--- config.mk ---
export PLATFORM = sky130hd
export DESIGN_NAME = phase_nco
export DESIGN_NICKNAME = d
export VERILOG_FILES = /design/src/rtl/phase_nco.sv
export SDC_FILE = /design/constraint.sdc
export NUM_CORES = 1
export LEC_CHECK = 0
export ABC_AREA = 1
export CORE_ASPECT_RATIO = 0.7
export CORE_MARGIN = 4
export CORE_UTILIZATION = 49
export CTS_BUF_LIST = sky130_fd_sc_hd__clkbuf_4 sky130_fd_sc_hd__clkbuf_8 sky130_fd_sc_hd__clkbuf_16
export CTS_CLUSTER_DIAMETER = 100
export DETAILED_ROUTE_END_ITERATION = 7
export PLACE_DENSITY = 0.78
export SYNTH_ARGS = -nofsm -noshare
export SYNTH_HDL_FRONTEND = slang
export SYNTH_SLANG_ARGS = --single-unit
--- constraint.sdc ---
create_clock -name ap_clk -period 5.6 [get_ports ap_clk]
set_input_delay 0.56 -clock ap_clk [delete_from_list [all_inputs] [get_ports ap_clk]]
set_output_delay 0.56 -clock ap_clk [all_outputs]
set_load 0.005 [all_outputs]
--- src/rtl/phase_nco.sv ---
// phase_nco: phase-accumulator NCO, 3-stage pipeline with a quarter-wave sine LUT and valid/ready output.
// Optional macro PHASE_NCO_DITHER_EN adds LFSR phase dither ahead of LUT index truncation.
module phase_nco #(
  parameter int PHASE_W = 24,
  parameter int DATA_W  = 12
) (
  input  logic               ap_clk,
  input  logic               ap_rst_n,
  input  logic               enable,
  input  logic [PHASE_W-1:0] freq_word,
  input  logic               ph_clr,
  input  logic [PHASE_W-1:0] phase_offset,
  output logic [DATA_W-1:0]  ph_out_M_real_V,
  output logic [DATA_W-1:0]  ph_out_M_imag_V,
  output logic               out_vld,
  input  logic               out_rdy
);

  localparam logic signed [127:0] PI_Q48 = 128'sh3243F6A8885A3;

  // T[k] = round(2047*sin(pi*(2k+1)/1024)) evaluated at elaboration with a Q48 Taylor series.
  function automatic logic [10:0] lut_val(input int k);
    logic signed [127:0] x;
    logic signed [127:0] term;
    logic signed [127:0] sum;
    x    = (PI_Q48 * 128'(2 * k + 1)) >>> 10;
    term = x;
    sum  = x;
    for (int n = 1; n <= 12; n++) begin
      term = (term * x) >>> 48;
      term = (term * x) >>> 48;
      term = -(term / 128'(2 * n * (2 * n + 1)));
      sum  = sum + term;
    end
    sum = (sum * 128'sd2047 + (128'sd1 <<< 47)) >>> 48;
    return sum[10:0];
  endfunction

  logic [10:0] lut [256];
  for (genvar k = 0; k < 256; k++) begin : g_lut
    localparam logic [10:0] LUT_V = lut_val(k);
    assign lut[k] = LUT_V;
  end

  logic               stall;
  logic               issue;
  logic [PHASE_W-1:0] lut_phase;
  logic [PHASE_W-1:0] acc_q, acc_d;
  logic               s0_vld_q, s0_vld_d;
  logic [9:0]         s0_idx_q, s0_idx_d;
  logic               s1_vld_q, s1_vld_d;
  logic [1:0]         s1_quad_q, s1_quad_d;
  logic [10:0]        s1_ta_q, s1_ta_d;
  logic [10:0]        s1_tb_q, s1_tb_d;
  logic               out_vld_q, out_vld_d;
  logic [DATA_W-1:0]  re_q, re_d;
  logic [DATA_W-1:0]  im_q, im_d;
  logic [DATA_W-1:0]  mag_a;
  logic [DATA_W-1:0]  mag_b;

  assign stall = out_vld_q & ~out_rdy;
  assign issue = ~stall & enable;

`ifdef PHASE_NCO_DITHER_EN
  localparam int DITH_W = (PHASE_W - 10 < 16) ? PHASE_W - 10 : 16;
  logic [15:0] lfsr_q, lfsr_d;

  // LFSR x^16+x^14+x^13+x^11+1 steps once per issued sample
  always_comb begin
    lfsr_d = lfsr_q;
    if (issue) begin
      lfsr_d = {lfsr_q[14:0], lfsr_q[15] ^ lfsr_q[13] ^ lfsr_q[12] ^ lfsr_q[10]};
    end else begin
      lfsr_d = lfsr_q;
    end
  end

  // LFSR state register
  always_ff @(posedge ap_clk or negedge ap_rst_n) begin
    if (!ap_rst_n) begin
      lfsr_q <= 16'hACE1;
    end else begin
      lfsr_q <= lfsr_d;
    end
  end

  assign lut_phase = acc_q + PHASE_W'(lfsr_q[DITH_W-1:0]);
`else
  assign lut_phase = acc_q;
`endif

  assign mag_a = DATA_W'(s1_ta_q);
  assign mag_b = DATA_W'(s1_tb_q);

  // Accumulator update and pipeline advance; clear wins over increment and ignores stall
  always_comb begin
    acc_d     = acc_q;
    s0_vld_d  = s0_vld_q;
    s0_idx_d  = s0_idx_q;
    s1_vld_d  = s1_vld_q;
    s1_quad_d = s1_quad_q;
    s1_ta_d   = s1_ta_q;
    s1_tb_d   = s1_tb_q;
    out_vld_d = out_vld_q;
    re_d      = re_q;
    im_d      = im_q;
    if (ph_clr) begin
      acc_d = phase_offset;
    end else if (issue) begin
      acc_d = acc_q + freq_word;
    end else begin
      acc_d = acc_q;
    end
    if (!stall) begin
      s0_vld_d  = enable;
      s0_idx_d  = 10'(lut_phase >> (PHASE_W - 10));
      s1_vld_d  = s0_vld_q;
      s1_quad_d = s0_idx_q[9:8];
      s1_ta_d   = lut[s0_idx_q[7:0]];
      s1_tb_d   = lut[~s0_idx_q[7:0]];
      out_vld_d = s1_vld_q;
      if (s1_vld_q) begin
        case (s1_quad_q)
          2'd0:    begin re_d = mag_b;  im_d = mag_a;  end
          2'd1:    begin re_d = -mag_a; im_d = mag_b;  end
          2'd2:    begin re_d = -mag_b; im_d = -mag_a; end
          2'd3:    begin re_d = mag_a;  im_d = -mag_b; end
          default: begin re_d = mag_b;  im_d = mag_a;  end
        endcase
      end else begin
        re_d = re_q;
        im_d = im_q;
      end
    end else begin
      out_vld_d = out_vld_q;
    end
  end

  // Pipeline and accumulator registers
  always_ff @(posedge ap_clk or negedge ap_rst_n) begin
    if (!ap_rst_n) begin
      acc_q     <= '0;
      s0_vld_q  <= 1'b0;
      s0_idx_q  <= '0;
      s1_vld_q  <= 1'b0;
      s1_quad_q <= '0;
      s1_ta_q   <= '0;
      s1_tb_q   <= '0;
      out_vld_q <= 1'b0;
      re_q      <= '0;
      im_q      <= '0;
    end else begin
      acc_q     <= acc_d;
      s0_vld_q  <= s0_vld_d;
      s0_idx_q  <= s0_idx_d;
      s1_vld_q  <= s1_vld_d;
      s1_quad_q <= s1_quad_d;
      s1_ta_q   <= s1_ta_d;
      s1_tb_q   <= s1_tb_d;
      out_vld_q <= out_vld_d;
      re_q      <= re_d;
      im_q      <= im_d;
    end
  end

  assign ph_out_M_real_V = re_q;
  assign ph_out_M_imag_V = im_q;
  assign out_vld         = out_vld_q;

endmodule

==> impl_results.md <==
- Worst-path clk slew: about 0.070 ns
- Yosys top cell area share: 0.269
- Endpoints failing hold: 0
- # hold bufs at CTS: 0
- DR pass1 iterations: 8
- I/O pins: just under 80
- P_int: 2.72 mW
- TritonCTS clock tree: done
- Largest net degree at the start of global routing: 65
- Final period util: 0.609
- Via count: approximately 14,000
- Met2 usage: 0.514
- Ys async rst share: 1.00
- Clock root cell: clkbuf_16
- Antenna violations before repair: 0
- Pwr dens: approximately 640 nW/um^2
- Initial core utilization: 0.499
- Crit path cell chain: buf_4, nand2_2, inv_2, nand2_1, o21ai_0, nand2_1, nand3_1, nor2_1, nor2_1, nor2_1, nand2_1
- Die X: 182 um
- Worst-margin pin slew: between 1 and 1.5 ns
- Crit. End Element: flip-flop
- Compound-Gate Fraction of Synth Area: 0.154
- Peak VDD IR: around 440 uV
- Placed Area: 11,100 sq um
- Top cells by area, synth: nand2_1 (27%), dfrtp_1 (21%), nand3_1 (8.5%), inv_1 (6.5%), nor2_1 (6.4%)
- Critical Path Start Type: flip-flop
- Worst path arrival time: ~3.7 ns
- Gr usage total: 0.398
- Clock Sinks: between 80 and 90
- WP data required: around 5.9 ns
- Main synth FF type: dfrtp_1
- First DRT Iteration DRCs: roughly 2,600
- Mapped Nets: slightly below 2,000
- Cells after Synth: about 1,900
- Post-synthesis sequential area ratio: 0.206
- Critical Path Slowest Stage Cell: dfrtp_1
- EDFF count, synth: 0
- Unrepaired setup endpoints after global routing: false
- WL final: ~48 mm
- Final setup TNS: 0 ns
- I/O Buffers: 77
- Area share of fa/ha/maj cells after synthesis: 0.0540
- Antenna viol nets, final: 0
- H-tree depth: 3
- Clock network power share: 0.089
- Minimum clock period after layout: approximately 3.4 ns
- Leak pwr: 6.08 nW
- Net Sw Frac: 0.628
- Mux cell area share after synthesis: 0
- GPL Wtd Cong: about 1.2
- Vias/cell: 6.26
- Failing checks: DRC
- Share of cells above drive strength 1: 0.0444
- CTS Buffer Depth: 2
- Core ar.: about 21,000 sq um
- Die Area: 23,500 sq um
- Maxcap violations: 0
- Flops & latches, synth: 85
- Post-route cell area: about 11,000 sq um
- Max Fclk: 293 MHz
- Die height: 129 um
- Vias in the first global route: approximately 12,000
- Drt wl/cell: between 20 and 25 um
- Met3 usage: 0.228
- Final HPWL DP: approximately 36 mm
- First-pass GRT wire length: a little over 70 mm
- Crit path max fanout: 26
- Clock Skews: about 0.0067 ns
- Most Crowded Layer GR: met1
- TritonCTS Buffers: 9
- # DRC: 7
- Fin nets: approximately 2,000
- Mapped Area: just over 10,000 sq um
- Max-slew violations: 0
- Cell taking the most area after synthesis: nand2_1
- Max-slew headroom: 0.195
- Combinational Power Share: 0.751
- Grt total ovfl: 0
- Crit Path Category: reg2reg
- Synth Area in Simple Gates: 0.463
- Largest family of logic cells by synthesized area: simple AND/OR/NAND/NOR gates
- P_sw: approximately 4.6 mW
- Status: finished with violations
- Yosys warnings: 0
- CP peak stage delay: 0.66 ns
- Synth Area per Inst: roughly 5.6 sq um
- Setup bufs post-CTS: 0
- ANT cells: 0
- Yosys cell types: 47
- Most common cell in the netlist: nand2_1
- Area growth from synthesis to layout: 10.4%
- Post-synth top cells: nand2_1 (739), inv_1 (180), nor2_1 (177)
- Post-CTS resize count: 0
- Row count: 44
- Reg power frac: 0.160
- Final setup viols: 0
- Worst Hold Class: in2async
- Grt met1 use: 0.566
- Clk_lat worst skew: approximately 0.36 ns
- Synth Area in XOR/XNOR: 0.00933
==> per-layer routing <==
layer  wire (um)  vias up
li1            -     6011
met1       20100     6135
met2       17700     1216
met3        9060      202
met4        1450        4
met5         123        -
==> cells by family after synthesis <==
family                   count (synthesis)
flip-flops                              85
AO/OA/AOI/OAI                          289
XOR/XNOR                                11
AND/OR/NAND/NOR                       1161
adder cells (fa/ha/maj)                 44
buffers and inverters                  270
==> stage by stage <==
| stage | util | power (mW) | worst slack [ns] | hold slack (ns) | std cells |
|---|---|---|---|---|---|
| after global placement | 0.536 | 6.28 | 2.17 | 0.463 | 2150 |
| after floorplan | - | 4.46 | 3.48 | 0.264 | 1860 |
| after global routing | 0.551 | 7.62 | 2.14 | 0.216 | 2166 |
| after CTS | 0.551 | 6.86 | 2.44 | 0.195 | 2166 |
| after detailed placement | 0.536 | 6.19 | 2.06 | 0.465 | 2150 |
| final | 0.551 | 7.29 | 2.19 | 0.194 | 2166 |
==> flip-flops by register name, summed over array words and instances, names as in the netlist <==
signal,flops
s0_vld_q,1
ph_out_M_imag_V,12
s1_quad_q,2
out_vld,1
s1_tb_q,11
acc_q,24
s1_ta_q,11
ph_out_M_real_V,12
s1_vld_q,1
s0_idx_q,10
==> critical path, delay by kind of cell, from the launching register on <==
kind / cells / cell delay, ns
AND/OR/NAND/NOR: 8 / 1.29
buffers and inverters: 2 / 1.06
flip-flops: 1 / 0.66
AO/OA/AOI/OAI: 1 / 0.31
==> layout make-up <==
| type | instances | area [sq um] |
|---|---|---|
| repair buffers | 89 | 858 |
| flip-flops and latches | 85 | 2130 |
| well taps | 276 | 345 |
| inverters | 195 | 737 |
| multi-input cells | 1505 | 7030 |
| clock inverters | 7 | 85.1 |
| fillers | 2229 | 9290 |
| clock buffers | 9 | 225 |
==> worst paths after layout <==
path / startpoint / endpoint / slack (ns) / cells past startpoint
max: s0_idx_q[4] / s1_tb_q[2] / 2.19 / 11
min: ap_rst_n / ph_out_M_imag_V[11] / 0.19 / 1
max reg2reg: s0_idx_q[4] / s1_tb_q[2] / 2.19 / 11
min reg2reg: ph_out_M_real_V[5] / ph_out_M_real_V[5] / 0.48 / 2
max in group asynchronous: ap_rst_n / s0_idx_q[3] / 4.34 / 2
min in group ap_clk: ph_out_M_real_V[5] / ph_out_M_real_V[5] / 0.48 / 2
==> cell usage in the layout, fill, tap and decap left out, types with 8 or more instances in the layout <==
cell | Yosys | routed
a21oi_1 | 111 | 111
a31oi_1 | 11 | 11
buf_4 | 8 | 13
clkbuf_16 | 0 | 9
clkdlybuf4s50_1 | 0 | 76
dfrtp_1 | 85 | 84
ha_1 | 43 | 43
inv_1 | 180 | 180
inv_2 | 12 | 12
nand2_1 | 739 | 739
nand2_2 | 20 | 20
nand3_1 | 175 | 175
nand4_1 | 20 | 20
nor2_1 | 177 | 177
nor2_2 | 8 | 8
o211ai_1 | 16 | 16
o21ai_0 | 111 | 111
o21ai_1 | 10 | 10
==> power groups by stage <==
stage | sequential (mW) | clock (mW) | combinational [mW]
floorplan | 1.06 | 0 | 3.40
global placement | 1.15 | 0 | 5.13
finish | 1.17 | 0.647 | 5.48
CTS | 1.15 | 0.655 | 5.06
global route | 1.19 | 0.677 | 5.75
detailed placement | 1.16 | 0 | 5.03
No activity file was read; power rests on OpenSTA's default activity.
